==> src/rtl/button_press_classifier_pkg.sv <==
// Shared types for the button press classifier: FSM state encoding and the
// event codes used by benches and by any future encoded-event output.
package button_press_classifier_pkg;

    typedef enum logic [2:0] {
        ST_IDLE   = 3'd0,
        ST_PRESS1 = 3'd1,
        ST_LONG   = 3'd2,
        ST_GAP    = 3'd3,
        ST_PRESS2 = 3'd4
    } state_t;

    typedef enum logic [2:0] {
        EVT_NONE  = 3'd0,
        EVT_SHORT = 3'd1,
        EVT_LONG  = 3'd2,
        EVT_REP   = 3'd3,
        EVT_DBL   = 3'd4
    } evt_t;

    function automatic int unsigned max3(input int unsigned a,
                                         input int unsigned b,
                                         input int unsigned c);
        int unsigned m;
        m = (a > b) ? a : b;
        return (m > c) ? m : c;
    endfunction

endpackage

==> src/rtl/button_press_classifier.sv <==
// Classifies debounced button gestures into short / long (+auto-repeat) / double
// presses and emits one-cycle registered event pulses.
module button_press_classifier
    import button_press_classifier_pkg::*;
#(
    parameter int unsigned CNT_W      = 16,
    parameter int unsigned LONG_CNT   = 1000,
    parameter int unsigned REPEAT_CNT = 250,
    parameter int unsigned GAP_CNT    = 300
) (
    input  logic clk,
    input  logic rstn,
    input  logic en,
    input  logic btn_in,
    output logic short_p,
    output logic long_p,
    output logic rep_p,
    output logic dbl_p,
    output logic busy
);

    localparam logic [CNT_W-1:0] LONG_LAST = CNT_W'(LONG_CNT - 1);
    localparam logic [CNT_W-1:0] REP_LAST  = CNT_W'(REPEAT_CNT - 1);
    localparam logic [CNT_W-1:0] GAP_LAST  = CNT_W'(GAP_CNT - 1);

    if (LONG_CNT < 2 || REPEAT_CNT < 2 || GAP_CNT < 2) begin : g_bad_thresholds
        $error("button_press_classifier: LONG_CNT, REPEAT_CNT and GAP_CNT must be >= 2");
    end
    if (CNT_W >= 32 ? 1'b0
                    : (max3(LONG_CNT, REPEAT_CNT, GAP_CNT) - 1) >= (32'd1 << CNT_W)) begin : g_bad_width
        $error("button_press_classifier: CNT_W too narrow for the largest threshold");
    end

    state_t           state, state_nxt;
    logic [CNT_W-1:0] cnt, cnt_nxt;
    evt_t             evt_nxt;

    always_comb begin
        state_nxt = state;
        cnt_nxt   = cnt;
        evt_nxt   = EVT_NONE;
        if (!en) begin
            state_nxt = ST_IDLE;
            cnt_nxt   = '0;
        end else begin
            unique case (state)
                ST_IDLE: begin
                    if (btn_in) begin
                        state_nxt = ST_PRESS1;
                        cnt_nxt   = '0;
                    end
                end
                ST_PRESS1: begin
                    if (!btn_in) begin
                        state_nxt = ST_GAP;
                        cnt_nxt   = '0;
                    end else if (cnt == LONG_LAST) begin
                        state_nxt = ST_LONG;
                        cnt_nxt   = '0;
                        evt_nxt   = EVT_LONG;
                    end else begin
                        cnt_nxt = cnt + CNT_W'(1);
                    end
                end
                ST_LONG: begin
                    if (!btn_in) begin
                        state_nxt = ST_IDLE;
                        cnt_nxt   = '0;
                    end else if (cnt == REP_LAST) begin
                        cnt_nxt = '0;
                        evt_nxt = EVT_REP;
                    end else begin
                        cnt_nxt = cnt + CNT_W'(1);
                    end
                end
                // A new press wins over the gap timeout landing on the same edge.
                ST_GAP: begin
                    if (btn_in) begin
                        state_nxt = ST_PRESS2;
                        cnt_nxt   = '0;
                    end else if (cnt == GAP_LAST) begin
                        state_nxt = ST_IDLE;
                        cnt_nxt   = '0;
                        evt_nxt   = EVT_SHORT;
                    end else begin
                        cnt_nxt = cnt + CNT_W'(1);
                    end
                end
                ST_PRESS2: begin
                    if (!btn_in) begin
                        state_nxt = ST_IDLE;
                        cnt_nxt   = '0;
                        evt_nxt   = EVT_DBL;
                    end
                end
                default: begin
                    state_nxt = ST_IDLE;
                    cnt_nxt   = '0;
                end
            endcase
        end
    end

    always_ff @(posedge clk or negedge rstn) begin
        if (!rstn) begin
            state   <= ST_IDLE;
            cnt     <= '0;
            short_p <= 1'b0;
            long_p  <= 1'b0;
            rep_p   <= 1'b0;
            dbl_p   <= 1'b0;
            busy    <= 1'b0;
        end else begin
            state   <= state_nxt;
            cnt     <= cnt_nxt;
            short_p <= (evt_nxt == EVT_SHORT);
            long_p  <= (evt_nxt == EVT_LONG);
            rep_p   <= (evt_nxt == EVT_REP);
            dbl_p   <= (evt_nxt == EVT_DBL);
            busy    <= (state_nxt != ST_IDLE);
        end
    end

endmodule

==> config.mk <==
export PLATFORM = sky130hd
export DESIGN_NAME = button_press_classifier
export DESIGN_NICKNAME = d
export VERILOG_FILES = /design/src/rtl/button_press_classifier_pkg.sv /design/src/rtl/button_press_classifier.sv
export SDC_FILE = /design/constraint.sdc
export NUM_CORES = 1
export LEC_CHECK = 0
export ABC_AREA = 0
export CORE_ASPECT_RATIO = 1.4
export CORE_MARGIN = 2
export CORE_UTILIZATION = 40
export CTS_BUF_LIST = sky130_fd_sc_hd__clkbuf_4 sky130_fd_sc_hd__clkbuf_8
export CTS_CLUSTER_SIZE = 24
export DETAILED_ROUTE_END_ITERATION = 7
export GPL_TIMING_DRIVEN = 0
export PLACE_DENSITY = 0.65
export SYNTH_ARGS = -nofsm -noshare
export SYNTH_HDL_FRONTEND = slang
export SYNTH_SLANG_ARGS = --single-unit
==> constraint.sdc <==
create_clock -name clk -period 2.8 [get_ports clk]
set_clock_uncertainty 0.2 [all_clocks]
set_input_delay 0.56 -clock clk [delete_from_list [all_inputs] [get_ports clk]]
set_output_delay 0.56 -clock clk [all_outputs]
set_load 0.01 [all_outputs]
==> results.tsv, run 1 <==
stage	metric	value	unit
status	status	finished clean	
floorplan	core	3380	sq um
pwr	p_sw_frac	0.231	
setup_path	required	2730	ps
sta	fin_tns_setup	0	ps
logic_synthesis	ys_warn_count	0	
floorplan	start_util	0.414	
logic_synthesis	synth.avg_cell_area	10.1	sq um
sta	max_freq	367	MHz
logic_synthesis	syn_nets	144	
setup_path	worst-path-stages	7	
place	dpl.cell_count	184	
setup_path	timing.critical_path.max_delay_family	simple AND/OR/NAND/NOR gates	
logic_synthesis	synth-seq-cells	24	
hold_path	hp-class	in2reg	
floorplan	rows	25	
setup_path	crit_path_end_kind	register	
floorplan	die_w	54	um
pwr	ir_drop	0.265	mV
pwr	leakage	0.624	nW
drt	initialDrtViolationCount	20	
hold_path	hold_depth	3	
setup_path	critPathLaunch	cnt[0]	
logic_synthesis	synthesis.area	1400	sq um
drt	routed_wl	2.95	mm
cells_and_area	antennaDiodeCount	0	
setup_path	timing.rr.start	cnt[0]	
grt	antenna_found_initial	0	
clock_tree	clkTransAtPathRegs	90	ps
setup_path	slowest_stage	or4b_1	
sta	hold_viol_final	0	
pwr	p_int	0.000501	W
setup_path	crit_arrival	2660	ps
clock_tree	clockRootBuffer	clkbuf_8	
setup_path	endpoint	cnt[12]	
grt	grt_pass1_wl	5.00	mm
cells_and_area	nets	159	
logic_synthesis	ys_types	40	
pwr	p_comb_frac	0.095	
cells_and_area	layout_commonest_cell	dfrtp_1	
setup_path	r2r_slack	70	ps
clock_tree	clock_sinks	24	
place	io_buffers	6	
logic_synthesis	ys_seq_area_frac	0.429	
grt	grt_max_degree	25	
cells_and_area	n_fill_cell	324	
sta	setup_viol	0	
logic_synthesis	syn_inst	138	
setup_path	crit_type	reg2reg	
cells_and_area	syn2layout_area_growth	15.8	%
clock_tree	hold_buffers	0	
setup_path	worstRegToRegCells	7	
run	drv_cap	0	
drt	final_antenna_net_count	0	
sta	finalCriticalPeriod	2730	ps
clock_tree	tritoncts	yes	
place	gp_congestion	0.866	
floorplan	die-area	4000	sq um
pwr	clockPowerShare	0.365	
cells_and_area	final_cells	192	
setup_path	crit_buf_inv	1	
setup_path	crit_fanout	10	
drt	wl_per_cell	15.3	um
pwr	finalPower	0.000652	W
floorplan	num_io_pins	9	
setup_path	cp-start-kind	register	
setup_path	slowest_delay	530	ps
place	dpl.hpwl	2.11	mm
grt	first_global_vias	1115	
drt	detailedRoute.firstPassIterationCount	4	
grt	grt_usage	0.168	
clock_tree	insertion_delay	260	ps
clock_tree	numCtsBuffers	3	
sta	holdWs	332	ps
drt	via_per_inst	5.64	
pwr	seqPwrFrac	0.540	
setup_path	r2r_end	cnt[12]	
sta	tightest_slew	1100	ps
sta	slew_headroom	0.262	
sta	fin_crit_sh	0.974	
setup_path	crit_chain	ha_1 > or4b_1 > or4b_1 > o21a_1 > o221ai_4 > buf_6 > a21oi_1	
pwr	power_density	402	nW/um^2
floorplan	fp.dieH	74	um
sta	drv_slew	0	
setup_path	critPathMostFrequentCell	or4b_1	
cells_and_area	mostFrequentLayoutCells	24 x dfrtp_1, 14 x nand2_1, 13 x a21oi_1	
clock_tree	h-tree-depth	1	
drt	vias	1083	
clock_tree	clock_path_buffers	2	
drt	route.detailed.drc	0	
pwr	switching_power	0.000150	W
cells_and_area	layout-drive-gt1-share	0.178	
grt	grt_overflow	0	
synthesized netlist by cell type:
master	number	area share
nand3_1	8	0.029
a21oi_1	13	0.046
and2b_2	2	0.013
clkbuf_8	3	0.029
nand4_1	4	0.018
or4_4	1	0.0080
a311oi_1	2	0.013
ha_1	2	0.018
buf_12	1	0.014
nor3b_1	2	0.011
xor2_1	11	0.069
or4b_1	2	0.014
o22ai_1	1	0.0045
o221ai_2	1	0.011
o21a_1	2	0.011
o21ai_0	9	0.032
buf_6	1	0.0080
or4bb_1	1	0.0080
nor4_1	1	0.0045
o2111ai_1	1	0.0063
dlygate4sd1_1	1	0.0063
o22ai_2	2	0.018
o22a_1	1	0.0063
or3b_2	1	0.0063
xnor2_1	4	0.025
inv_1	3	0.0080
and4_2	2	0.014
or3_2	2	0.011
nand2_1	14	0.038
or4b_2	1	0.0071
nor2_1	4	0.011
nor2b_1	2	0.0089
a21boi_0	1	0.0054
nor4_2	1	0.0089
and2_1	1	0.0045
nor4b_1	1	0.0063
clkbuf_1	1	0.0027
and3_1	3	0.013
dfrtp_1	24	0.43
or3_1	1	0.0045
what timing repair did:
item	4_1_cts	5_1_grt
setup buffers	1	3
pin swaps	0	1
gates resized for setup	2	1
endpoints found under the setup margin	10	10
worst reg2reg max path, stage by stage (launching register included):
cell,delay [ps]
dfrtp_1,410
ha_1,230
or4b_1,530
or4b_1,520
o21a_1,220
o221ai_4,220
buf_6,180
a21oi_1,80
how the worst min path moves through the flow:
stage / from / endpoint / slack, ps
2_1_floorplan: rstn / busy / 60
3_3_place_gp: cnt[0] / cnt[0] / 370
3_5_place_dp: cnt[0] / cnt[0] / 390
4_1_cts: en / busy / 330
5_1_grt: en / busy / 340
6_report: en / busy / 330
power groups by stage:
stage	logic [W]	registers (W)	clock network, W
6_report	0.0000618	0.000352	0.000238
5_1_grt	0.0000681	0.000352	0.000257
4_1_cts	0.0000596	0.000352	0.000245
3_5_place_dp	0.0000563	0.000359	0
3_3_place_gp	0.0000556	0.000359	0
2_1_floorplan	0.0000379	0.000359	0
per-layer routing:
metal	vias to the layer above	wire length, um	track usage
met5	-	0	0
met4	0	57	0.0667
met3	6	37	0.0141
met2	14	1560	0.301
met1	538	1290	0.202
li1	525	-	-
stage by stage:
step	util	area, sq um	setup slack, ps
3_5_place_dp	0.447	1510	-26.3
3_3_place_gp	0.447	1510	50.8
6_report	0.480	1620	71.9
4_1_cts	0.471	1590	47.4
5_1_grt	0.480	1620	-15.3
2_1_floorplan	-	1400	269
layout make-up:
| cell class | count | area, sq um | area share |
|---|---|---|---|
| buffer | 7 | 85.1 | 0.0525 |
| clock buffer | 4 | 55.1 | 0.0340 |
| inverter | 3 | 11.3 | 0.00694 |
| multi-input combinational | 104 | 729 | 0.450 |
| sequential | 24 | 601 | 0.370 |
| tap | 40 | 50.0 | 0.0309 |
| timing repair buffer | 10 | 90.1 | 0.0556 |
state kept, by name (all words and copies together), names as in the netlist:
signal / flops
busy: 1
cnt: 16
dbl_p: 1
long_p: 1
rep_p: 1
short_p: 1
state: 3
kinds of logic (layout without fill, tap and decap cells):
| family | after synthesis | count (layout) | synth area share |
|---|---|---|---|
| and+or+nand+nor | 54 | 54 | 0.238 |
| buffers and inverters | 10 | 24 | 0.0688 |
| adders and majority gates | 2 | 2 | 0.0179 |
| DFF | 24 | 24 | 0.429 |
| AOI/OAI and AO/OA | 33 | 33 | 0.153 |
| xor gates and xnor gates | 15 | 15 | 0.0938 |
(Power assumes the default switching activity.)
==> run 2, diff against run 1 <==
- CORE_ASPECT_RATIO: 1.4 -> 0.6
==> results.tsv, run 2 (synthesis gave the netlist of run 1 again) <==
stage	metric	value	unit	change
grt	grt_pass1_wl	5.24	mm	+4.8%
grt	grt_overflow	0		unchanged
sta	drv_slew	0		unchanged
cells_and_area	largest_reg_flops	16		unchanged
grt	grt_usage	0.173		+0.00549
floorplan	die-area	4000	sq um	+0.22%
clock_tree	clockRootBuffer	clkbuf_8		
setup_path	crit_arrival	2610	ps	-50 ps
clock_tree	hold_buffers	0		unchanged
sta	grt_setup_unrepaired	no		
setup_path	crit_chain	ha_2 > or4b_4 > or4b_1 > o21a_1 > o221ai_4 > buf_4 > o21ai_0		
sta	max_freq	375	MHz	+2.4%
floorplan	core	3300	sq um	-2.2%
grt	antenna_found_initial	0		unchanged
grt	first_global_vias	1018		-8.7%
setup_path	cp-start-kind	register		
setup_path	crit_type	reg2reg		
drt	route.detailed.drc	0		unchanged
cells_and_area	mostFrequentLayoutCells	23 x dfrtp_1, 14 x nand2_1, 13 x a21oi_1		
setup_path	r2r_end	cnt[7]		
setup_path	crit_fanout	6		-4
hold_path	min_to	busy		
hold_path	hold_start	en		
sta	fin_tns_setup	0	ps	unchanged
sta	tightest_slew	1090	ps	-8.71 ps
setup_path	crit_buf_inv	1		unchanged
status	status	finished clean		
floorplan	num_io_pins	9		unchanged
sta	fin_crit_sh	0.952		-0.0224
clock_tree	insertion_delay	270	ps	about the same
cells_and_area	antennaDiodeCount	0		unchanged
drt	detailedRoute.firstPassIterationCount	4		unchanged
drt	initialDrtViolationCount	95		+380%
clock_tree	clock_sinks	24		unchanged
cells_and_area	syn2layout_area_growth	16.4	%	
floorplan	start_util	0.424		+0.00942
sta	slew_headroom	0.268		+0.00583
sta	holdWs	327	ps	-5.08 ps
setup_path	r2r_slack	130	ps	+60 ps
floorplan	fp.dieH	49.8	um	-33%
place	dpl.hpwl	2.25	mm	+6.7%
setup_path	worstRegToRegCells	7		unchanged
setup_path	timing.critical_path.max_delay_family	simple AND/OR/NAND/NOR gates		
setup_path	crit_path_end_kind	register		
cells_and_area	utilization	0.494		+0.0136
hold_path	hp-class	in2reg		
place	io_buffers	6		unchanged
clock_tree	h-tree-depth	1		unchanged
cells_and_area	layout-drive-gt1-share	0.180		+0.00237
cells_and_area	layout_commonest_cell	dfrtp_1		
setup_path	slowest_stage	or4b_4		
pwr	leakage	0.619	nW	-0.71%
clock_tree	clkTransAtPathRegs	80	ps	about the same
cells_and_area	largest-register	cnt		
sta	setup_viol	0		unchanged
hold_path	hold_depth	3		unchanged
pwr	power_density	440	nW/um^2	+9.4%
place	gp_congestion	0.872		+0.70%
setup_path	timing.rr.start	cnt[0]		
clock_tree	tritoncts	yes		
sta	hold_viol_final	0		unchanged
drt	final_antenna_net_count	0		unchanged
grt	grt_max_degree	25		unchanged
drt	vias	1070		-1.2%
cells_and_area	top_regs	cnt: 16 flops, state: 3 flops		
pwr	ir_drop	0.298	mV	+13%
drt	via_per_inst	5.49		-2.7%
place	placed_cell_area	1520	sq um	+0.41%
cells_and_area	nets	157		-1.3%
run	drv_cap	0		unchanged
clock_tree	numCtsBuffers	3		unchanged
drt	wl_per_cell	15.8	um	+2.8%
floorplan	rows	16		-36%
setup_path	required	2740	ps	about the same
sta	finalCriticalPeriod	2670	ps	-62.7 ps
floorplan	die_w	80.4	um	+49%
cells_and_area	fin_area	1630	sq um	+0.54%
drt	routed_wl	3.08	mm	+4.4%
clock_tree	clock_path_buffers	2		unchanged
setup_path	slowest_delay	500	ps	-30 ps
[run 2: stage by stage]
stage               cells  power (W)  setup slack (ps)
CTS                   193   0.000725              13.4
finish                195   0.000717               135
detailed placement    189   0.000418             -52.6
global placement      189   0.000415             -10.3
floorplan             138   0.000397               269
global route          195   0.000749              9.21
[run 2: timing repair]
item	CTS	global route
setup buffers	0	2
setup endpoints to repair	10	17
endpoints found under the hold margin	0	0
pin swaps	0	1
resized for setup	1	4
gates cloned	0	0
[run 2: worst max path at each step]
stage	cells past startpoint	startpoint	slack, ps	to
after global placement	7	cnt[0]	-10	cnt[11]
after CTS	7	cnt[0]	10	cnt[15]
after floorplan	7	cnt[0]	270	cnt[1]
after detailed placement	7	cnt[0]	-50	cnt[10]
final	7	cnt[0]	130	cnt[7]
after global routing	7	cnt[0]	9	cnt[13]
[run 2: power breakdown]
group / switching (W) / internal (W)
Sequential: 0.00000218 / 0.000350
Clock: 0.000112 / 0.000191
Combinational: 0.0000369 / 0.0000248
[run 2: routing by layer]
layer / GRT usage / wire, um / up-vias
met2: 0.240 / 1300 / 22
met1: 0.272 / 1610 / 520
met4: 0.0367 / 19 / 0
li1: - / - / 526
met3: 0.0385 / 142 / 2
met5: 0 / 0 / -
[run 2: area by class of cell]
cell class              count  area (sq um)
plain buffers               7          85.1
clock buffers               3          41.3
clock inverters             1          30.0
fillers                   313          1670
inverters                   3          11.3
multi-input cells         104           729
flip-flops and latches     24           602
well taps                  45          56.3
repair buffers              8          75.1
[run 2: tightest hold or removal path, cell delays in order]
cell,delay (ps)
buf_12,110
nand2_1,50
nor2_1,40
